==> config.mk <==
export PLATFORM = sky130hd
export DESIGN_NAME = apb_arbiter_m2
export DESIGN_NICKNAME = d
export VERILOG_FILES = /design/src/rtl/apb_arbiter_m2.sv
export SDC_FILE = /design/constraint.sdc
export NUM_CORES = 1
export LEC_CHECK = 0
export BUFFER_PORTS_ARGS = -buffer_cell sky130_fd_sc_hd__buf_2
export CORE_AREA = 2 2 119 121
export CTS_CLUSTER_SIZE = 14
export DETAILED_ROUTE_END_ITERATION = 12
export DIE_AREA = 0 0 121 123
export PLACE_DENSITY = 0.44
export SETUP_SLACK_MARGIN = 0.5
export SLEW_MARGIN = 10
export SYNTH_ARGS = -nofsm -noshare
export SYNTH_HDL_FRONTEND = slang
export SYNTH_SLANG_ARGS = --single-unit
==> constraint.sdc <==
create_clock -name PCLK -period 5.5 [get_ports PCLK]
set_input_delay 1.1 -clock PCLK [delete_from_list [all_inputs] [get_ports PCLK]]
set_output_delay 1.1 -clock PCLK [all_outputs]
set_load 0.05 [all_outputs]
==> src/rtl/apb_arbiter_m2.sv <==
// Two-master APB3 arbiter sharing one downstream APB bus.
//
// Each requester port (S0_*, S1_*) acts as an APB3 completer toward its master;
// the shared bus (M_*) is driven with a clean SETUP/ACCESS sequence. Contests
// are settled round-robin, and a PREADY watchdog ends hung transfers with PSLVERR.
//
// Ports:
//   PCLK, PRESETn              clock (rising edge), asynchronous active-low reset
//   S0_*/S1_* PSEL/PENABLE/... requester-side APB inputs
//   S0_*/S1_* PRDATA/PREADY/PSLVERR  requester-side responses
//   M_*                        shared downstream APB bus
//   GRANT                      one-hot {S1,S0} grant, 2'b00 when idle
module apb_arbiter_m2 #(
  parameter int unsigned P_TIMEOUT = 255,  // ACCESS wait cycles before forced end; 0 disables
  parameter int unsigned P_TO_BITS = 8     // watchdog counter width
) (
  input  logic        PCLK,
  input  logic        PRESETn,
  input  logic        S0_PSEL,
  input  logic        S0_PENABLE,
  input  logic        S0_PWRITE,
  input  logic [31:0] S0_PADDR,
  input  logic [31:0] S0_PWDATA,
  output logic [31:0] S0_PRDATA,
  output logic        S0_PREADY,
  output logic        S0_PSLVERR,
  input  logic        S1_PSEL,
  input  logic        S1_PENABLE,
  input  logic        S1_PWRITE,
  input  logic [31:0] S1_PADDR,
  input  logic [31:0] S1_PWDATA,
  output logic [31:0] S1_PRDATA,
  output logic        S1_PREADY,
  output logic        S1_PSLVERR,
  output logic        M_PSEL,
  output logic        M_PENABLE,
  output logic        M_PWRITE,
  output logic [31:0] M_PADDR,
  output logic [31:0] M_PWDATA,
  input  logic [31:0] M_PRDATA,
  input  logic        M_PREADY,
  input  logic        M_PSLVERR,
  output logic [1:0]  GRANT
);

  typedef enum logic [1:0] {StIdle, StSetup, StAccess} state_e;

  localparam bit WdEn = (P_TIMEOUT != 0);
  localparam logic [P_TO_BITS-1:0] ToLast =
    P_TO_BITS'((P_TIMEOUT == 0) ? 0 : P_TIMEOUT - 1);

  state_e               state_q, state_d;
  logic [1:0]           grant_q, grant_d;
  logic                 last_q, last_d;     // index served most recently
  logic [P_TO_BITS-1:0] cnt_q, cnt_d;
  logic                 expire, done;

  // PENABLE from the masters carries no information for arbitration.
  logic unused_penable;
  assign unused_penable = S0_PENABLE ^ S1_PENABLE;

  assign expire = WdEn && (state_q == StAccess) && !M_PREADY && (cnt_q == ToLast);
  assign done   = (state_q == StAccess) && (M_PREADY || expire);

  always_comb begin
    state_d = state_q;
    grant_d = grant_q;
    last_d  = last_q;
    cnt_d   = cnt_q;
    case (state_q)
      StIdle: begin
        if (S0_PSEL || S1_PSEL) begin
          state_d = StSetup;
          if (S0_PSEL && S1_PSEL) begin
            // Whoever was not served last wins the contest.
            grant_d = last_q ? 2'b01 : 2'b10;
          end else begin
            grant_d = S0_PSEL ? 2'b01 : 2'b10;
          end
        end
      end
      StSetup: begin
        state_d = StAccess;
        cnt_d   = '0;
      end
      StAccess: begin
        if (done) begin
          state_d = StIdle;
          grant_d = 2'b00;
          last_d  = grant_q[1];
        end else begin
          cnt_d = cnt_q + 1'b1;
        end
      end
      default: state_d = StIdle;
    endcase
  end

  always_ff @(posedge PCLK or negedge PRESETn) begin
    if (!PRESETn) begin
      state_q <= StIdle;
      grant_q <= 2'b00;
      last_q  <= 1'b1;
      cnt_q   <= '0;
    end else begin
      state_q <= state_d;
      grant_q <= grant_d;
      last_q  <= last_d;
      cnt_q   <= cnt_d;
    end
  end

  assign M_PSEL    = (state_q != StIdle);
  assign M_PENABLE = (state_q == StAccess);
  assign GRANT     = grant_q;

  // Downstream request mux; grant only changes on the IDLE->SETUP edge.
  always_comb begin
    M_PWRITE = 1'b0;
    M_PADDR  = '0;
    M_PWDATA = '0;
    if (grant_q[0]) begin
      M_PWRITE = S0_PWRITE;
      M_PADDR  = S0_PADDR;
      M_PWDATA = S0_PWDATA;
    end else if (grant_q[1]) begin
      M_PWRITE = S1_PWRITE;
      M_PADDR  = S1_PADDR;
      M_PWDATA = S1_PWDATA;
    end
  end

  assign S0_PREADY  = grant_q[0] && done;
  assign S0_PSLVERR = S0_PREADY && (M_PSLVERR || expire);
  assign S0_PRDATA  = S0_PREADY ? M_PRDATA : '0;

  assign S1_PREADY  = grant_q[1] && done;
  assign S1_PSLVERR = S1_PREADY && (M_PSLVERR || expire);
  assign S1_PRDATA  = S1_PREADY ? M_PRDATA : '0;

endmodule

==> results.yml, run 1 <==
yosys:
  synth_top_family_by_area: "compound AO/OA/AOI/OAI gates"
  synth_top_area_cell: "a22o_1"
  synth_top_area_share_pct: 29.78
  synthMuxAreaShare_pct: 0.5236
  yosysWarnings: 0
  synth-compound-area-share_pct: 38.68
  synthAdderAreaFrac_pct: 1.309
  ys_async_sr_fraction_pct: 100.0
  synth_nets: 414
  synth-edff-count: 0
  synth-xor-area-share_pct: 0
  synthDistinctLibCells: 37
  synth_area_leaders: "a22o_1 (30%), and2_1 (21%), dfrtp_1 (16%), buf_6 (5.3%), o21ai_0 (2.6%)"
  syn_inst: 242
  syn_area_per_cell_um2: 7.900
  synth-main-ff-cell: "dfrtp_1"
  syn_area_um2: 1912
  synth-seq-cells: 13
  synthSimpleGateAreaFrac_pct: 33.18
  ys_seq_area_share_pct: 17.08
drt:
  wire_per_inst_um: 15.08
  via_per_inst: 4.189
  ant_nets: 0
  drt_iter0_markers: 123
  drc: 0
  routed_wl_mm: 10.71
  dr.pass1.iters: 4
  vias: 2974
floorplanning:
  coreArea_um2: 13610
  ios: 307
  dieHeight_um: 123
  dieArea_um2: 14880
  die_w_um: 121
  start_util_pct: 14.05
  rows: 43
critical_path:
  worstPathArrival_ps: 2260
  r2r_start: "state_q[1]$_DFFE_PN0P_"
  worstSetupPathType: "in2out"
  cp-end-kind: "primary output"
  cpMostUsedCell: "buf_2"
  startpoint_type: "input port"
  cp_slowest_stage_delay_ps: 340
  required_ps: 4400
  cp-startpoint: "M_PREADY"
  path_max_fanout: 5
  crit_path_top_delay_cell: "nor3b_1"
  path_cells: "buf_2 -> nor3b_1 -> and3_1 -> a31oi_1 -> nor2b_1 -> buf_2"
  ff2ff_path_depth: 4
  regToRegSetupSlack_ps: 3620
  timing.rr.end: "cnt_q[2]$_DFFE_PN0P_"
grt:
  grt-ovfl-total: 0
  antenna_found_initial: 6
  grt_max_degree: 72
  grt_pass1_vias: 2554
  grt_pass1_wl_mm: 14.14
  grt_usage_pct: 12.08
clock_network:
  post-cts-setup-buffer-count: 0
  cts_root_buf: "clkbuf_16"
  htreeDepth: 1
  numCtsBuffers: 3
  cts_resized: 0
  clock_path_buffers: 2
  clock_latency_ps: 240
  cts_tree: "done"
  clock-sinks: 13
  postCtsHoldBufs: 0
  path_clk_slew_ps: 50
timing:
  final_max_slew_viol_count: 0
  hold_violations: 0
  worst_pin_slew_ps: 753.3
  fin_setup_tns_ps: 0
  rsz0062_at_grt: "no"
  slew_headroom_pct: 49.78
  setup_viol: 0
  fmax_mhz: 297.5
  min_period_over_period_pct: 61.12
  skew_ps: 2.463
  period_needed_ps: 3362
layout:
  area_growth_syn_to_layout_pct: 88.61
  final_cell_mix: "buf_2 (304), a22o_1 (65), and2_1 (64), dfrtp_1 (11), nand2_1 (11)"
  fillers: 1492
  finalInstanceArea_um2: 3606
  post_route_cells_drive_above_1_share_pct: 60.27
  register_area_um2: 327.8
  utilization_pct: 26.49
  final_nets: 699
  multiInputGateArea_um2: 1416
  final_common_cell: "buf_2"
power_and_ir_drop:
  seqPwrFrac_pct: 8.1
  power.internal_uw: 629.5
  p_per_area_nw_per_um2: 550.8
  peakVddDrop_mv: 0.2540
  clockPowerShare_pct: 6.9
  p_comb_share_pct: 85.1
  p_switching_uw: 1357
  netSwitchingFraction_pct: 68.30
  leakage_uw: 0.002198
placement:
  port_buffers: 304
  dpl-instance-area_um2: 3517
  gp_congestion: 0.7641
  dp_hpwl_mm: 9.109
hold_path:
  min_from: "cnt_q[7]$_DFFE_PN0P_"
  worstHoldPathType: "reg2reg"
  worstHoldEndpoint: "cnt_q[7]$_DFFE_PN0P_"
  min_path_cells: 1
flow_run:
  cap_violations: 0
run_status:
  status: "finished, final reports clean"
area by class of cell:
class                           instances  share of cell area, %
Timing Repair Buffer                  306                  42.61
Sequential cell                        13                  9.091
Inverter                                3                 0.3123
Multi-Input combinational cell        200                  39.28
Tap cell                              180                  6.246
Clock buffer                            4                  2.186
Antenna cell                            4                 0.2776
synthesized netlist by cell type, types with 2 or more instances:
library cell  count
clkbuf_1         12
nand2_1          11
a32o_1            2
inv_1             3
o21ai_0          10
nand4_1           2
ha_1              2
nor2_1            6
dfrtp_1          12
nor2b_1           4
and3_4            2
buf_6             9
nand2b_1          2
and3_1            3
buf_1             5
nand3_1           9
and2_1           64
a22o_1           65
worst max-delay path by stage:
| stage | endpoint | slack (ps) |
|---|---|---|
| 4_1_cts | S0_PSLVERR | 2120 |
| 3_5_place_dp | S0_PSLVERR | 2120 |
| 2_1_floorplan | S1_PSLVERR | 2030 |
| 6_report | S0_PSLVERR | 2140 |
| 5_1_grt | S1_PSLVERR | 1980 |
| 3_3_place_gp | S0_PSLVERR | 2180 |
flip-flops by register name, indices dropped and copies added (netlist names):
name / cells
GRANT: 2
last_q: 1
cnt_q: 8
state_q: 2
power by group through the flow:
stage	logic [µW]	registers [µW]	clock network [µW]
final	1690	160	137
after global routing	1770	167	141
after CTS	1700	160	139
after detailed placement	1700	162	0
after global placement	1690	164	0
after floorplan	1320	161	0
per-stage QoR:
| stage | worst slack [ps] | total power, µW | hold slack (ps) | std cells |
|---|---|---|---|---|
| after floorplan | 2027 | 1481 | 462.3 | 242 |
| after global placement | 2177 | 1852 | 488.8 | 702 |
| after detailed placement | 2116 | 1859 | 490.1 | 702 |
| after CTS | 2122 | 2000 | 495.4 | 706 |
| after global routing | 1982 | 2082 | 525.2 | 708 |
| final | 2138 | 1986 | 507.3 | 710 |
critical path, delay by kind of cell:
kind | cells | cell delay (ps)
simple gates | 3 | 650
buf+inv | 2 | 390
compound gates | 1 | 110
layer usage:
layer	up-vias	share of wire (%)	global-route usage [%]	wire length, µm
met5	-	0.12	0	13
met3	8	11	3.736	1218
met1	1326	40	15.33	4246
met2	169	48	20.47	5150
met4	2	0.71	1.962	76
li1	1469	-	-	-
logic make-up (layout without fill, tap and decap cells):
group | Yosys count | after routing
simple gates | 108 | 108
buf+inv | 29 | 313
compound gates | 89 | 89
other cells | 0 | 4
fa+ha+maj | 2 | 2
mux | 1 | 1
flops | 13 | 13
Power figures use the tool's default switching activity.
==> run 2: changes to the inputs <==
--- a/config.mk
+++ b/config.mk
@@ -5,12 +5,13 @@
 export SDC_FILE = /design/constraint.sdc
 export NUM_CORES = 1
 export LEC_CHECK = 0
+export ABC_AREA = 1
 export BUFFER_PORTS_ARGS = -buffer_cell sky130_fd_sc_hd__buf_2
-export CORE_AREA = 2 2 119 121
+export CORE_AREA = 2 2 118 120
 export CTS_CLUSTER_SIZE = 14
 export DETAILED_ROUTE_END_ITERATION = 12
-export DIE_AREA = 0 0 121 123
-export PLACE_DENSITY = 0.44
+export DIE_AREA = 0 0 120 122
+export PLACE_DENSITY = 0.46
 export SETUP_SLACK_MARGIN = 0.5
 export SLEW_MARGIN = 10
 export SYNTH_ARGS = -nofsm -noshare
==> constraint.sdc (replaced) <==
create_clock -name PCLK -period 3.35 [get_ports PCLK]
set_input_delay 0.67 -clock PCLK [delete_from_list [all_inputs] [get_ports PCLK]]
set_output_delay 0.67 -clock PCLK [all_outputs]
set_load 0.05 [all_outputs]
==> results.yml, run 2 <==
timing:
  skew_ps: 2.853
  fin_setup_tns_ps: 0
  setup_viol: 0
  rsz0062_at_grt: "no"
  min_period_over_period_pct: 81.17
  fin_hold_ws_ps: 314.7
  fmax_mhz: 367.7
  worst_pin_slew_ps: 749.2
  period_needed_ps: 2719
  slew_headroom_pct: 50.05
  final_max_slew_viol_count: 0
  hold_violations: 0
drt:
  routed_wl_mm: 11.21
  drt_iter0_markers: 215
  vias: 3607
  ant_nets: 0
  drc: 0
  via_per_inst: 4.026
  wire_per_inst_um: 12.51
  dr.pass1.iters: 4
grt:
  grt_usage_pct: 13.18
  grt-ovfl-total: 0
  busiest_layer: "met2"
  grtUsageMet1_pct: 16.31
  grt_pass1_wl_mm: 15.70
  use_met3_pct: 2.388
  antenna_found_initial: 0
  met2_usage_pct: 24.36
  grt_pass1_vias: 3122
  grt_max_degree: 66
placement:
  gp_congestion: 0.7820
  port_buffers: 304
  dpl-instance-area_um2: 3755
  dp_hpwl_mm: 9.005
  dpl.cell_count: 890
critical_path:
  path_cells: "inv_1 -> ha_1 -> inv_1 -> nor2_1 -> nand2_2 -> a21oi_4 -> buf_12 -> nand2_4 -> nor2_1 -> buf_2"
  path_max_fanout: 17
  cp_slowest_stage_delay_ps: 420
  cp-end-kind: "primary output"
  startpoint_type: "flop"
  required_ps: 2680
  crit_path_top_delay_cell: "dfrtp_1"
  regToRegSetupSlack_ps: 1510
  worstPathArrival_ps: 2050
  r2r_start: "cnt_q[0]$_DFFE_PN0P_"
  worstSetupPathType: "reg2out"
  timing.rr.end: "cnt_q[2]$_DFFE_PN0P_"
  ff2ff_path_depth: 9
clock_network:
  clock-sinks: 13
  clock_path_buffers: 2
  clock_latency_ps: 240
  cts_root_buf: "clkbuf_16"
  numCtsBuffers: 3
  cts_tree: "done"
  htreeDepth: 1
  path_clk_slew_ps: 50
  postCtsHoldBufs: 0
power_and_ir_drop:
  peakVddDrop_mv: 0.4243
  p_per_area_nw_per_um2: 878.3
  leakage_uw: 0.002697
yosys:
  synth-seq-cells: 13
  syn_inst: 432
  synth_nets: 604
  synth_most_common_cell: "nand2_1"
  yosysWarnings: 0
  synth_top_area_cell: "nand2_1"
  synth_top_area_share_pct: 29.17
  syn_area_per_cell_um2: 4.915
  yosys-top-cells-count: "nand2_1 (165), nor2_1 (84), nand3_1 (73)"
  synth_area_leaders: "nand2_1 (29%), nand3_1 (17%), nor2_1 (15%), dfrtp_1 (14%), inv_1 (8.5%)"
  ys_async_sr_fraction_pct: 100.0
  syn_area_um2: 2123
  synth-main-ff-cell: "dfrtp_1"
  synthDistinctLibCells: 22
  synth-edff-count: 0
  ys_seq_area_share_pct: 15.38
floorplanning:
  ios: 307
  die_w_um: 120
  start_util_pct: 15.72
  dieArea_um2: 14640
  coreArea_um2: 13500
  dieHeight_um: 122
  rows: 43
layout:
  final_common_cell: "buf_2"
  post_route_cells_drive_above_1_share_pct: 45.39
  largest_reg_flops: 8
  finalInstanceArea_um2: 3901
  area_growth_syn_to_layout_pct: 83.74
  top_register: "cnt_q"
  final_nets: 889
  stdcell_count: 896
  diodes: 0
  final_cell_mix: "buf_2 (298), nand2_1 (165), nor2_1 (83), nand3_1 (73), inv_1 (47)"
run_status:
  status: "finished, final reports clean"
flow_run:
  cap_violations: 0
hold_path:
  worstHoldPathType: "in2async"
## run 2: how the worst max path moves through the flow
stage | from | to | slack (ps)
after floorplan | state_q[0]$_DFFE_PN0P_ | S1_PRDATA[22] | 680
after global placement | cnt_q[0]$_DFFE_PN0P_ | S0_PRDATA[1] | 760
after detailed placement | cnt_q[0]$_DFFE_PN0P_ | S0_PRDATA[1] | 790
after CTS | cnt_q[0]$_DFFE_PN0P_ | S0_PRDATA[1] | 510
after global routing | cnt_q[0]$_DFFE_PN0P_ | S0_PRDATA[21] | 520
final | cnt_q[0]$_DFFE_PN0P_ | S1_PRDATA[30] | 630
## run 2: report_power, final
part / switching (µW) / total [µW] / internal (µW)
Combinational: 2270 / 2880 / 613
Sequential: 118 / 318 / 200
Clock: 70.3 / 229 / 159
## run 2: per-layer routing
metal  part of all wire [%]  vias to the layer above
li1                       -                     1876
met1                     42                     1539
met2                     50                      188
met3                    7.6                        4
met4                   0.50                        0
met5                      0                        -
## run 2: final cells by class
type / instances / area, µm²
inverter: 50 / 187.7
clock buffer: 3 / 75.07
fill: 1576 / 9603
multi-input combinational: 341 / 1475
clock inverter: 1 / 5.005
timing repair buffer: 308 / 1604
sequential: 13 / 329.1
tap: 180 / 225.2
## run 2: logic make-up after synthesis
logic type / count (synthesis) / share of synthesized area (%)
compound gates: 10 / 3.065
xor+xnor: 1 / 0.4126
buf+inv: 79 / 16.62
fa+ha+maj: 2 / 1.178
flops: 13 / 15.38
simple gates: 327 / 63.35
## run 2: timing repair
action | CTS | global route
buffers inserted | 0 | 1
setup endpoints to repair | 0 | 44
resized for setup | 0 | 9
hold endpoints to repair | 0 | 0
## run 2: critical path: cells and delay by family (launching register included)
kind                     cells  cell delay (ps)
buffers and inverters        4              550
AND/OR/NAND/NOR              4              520
flip-flops                   1              420
AO/OA/AOI/OAI                1              170
adder cells (fa/ha/maj)      1              140
## run 2: through the flow
stage                     utilization, %  power (µW)  setup WS [ps]
after floorplan                        -        2457          681.0
after global placement             27.81        3195          760.9
after detailed placement           27.81        3171          785.8
after CTS                          28.40        3408          512.3
after global routing               28.89        3638          522.7
final                              28.89        3426          630.7
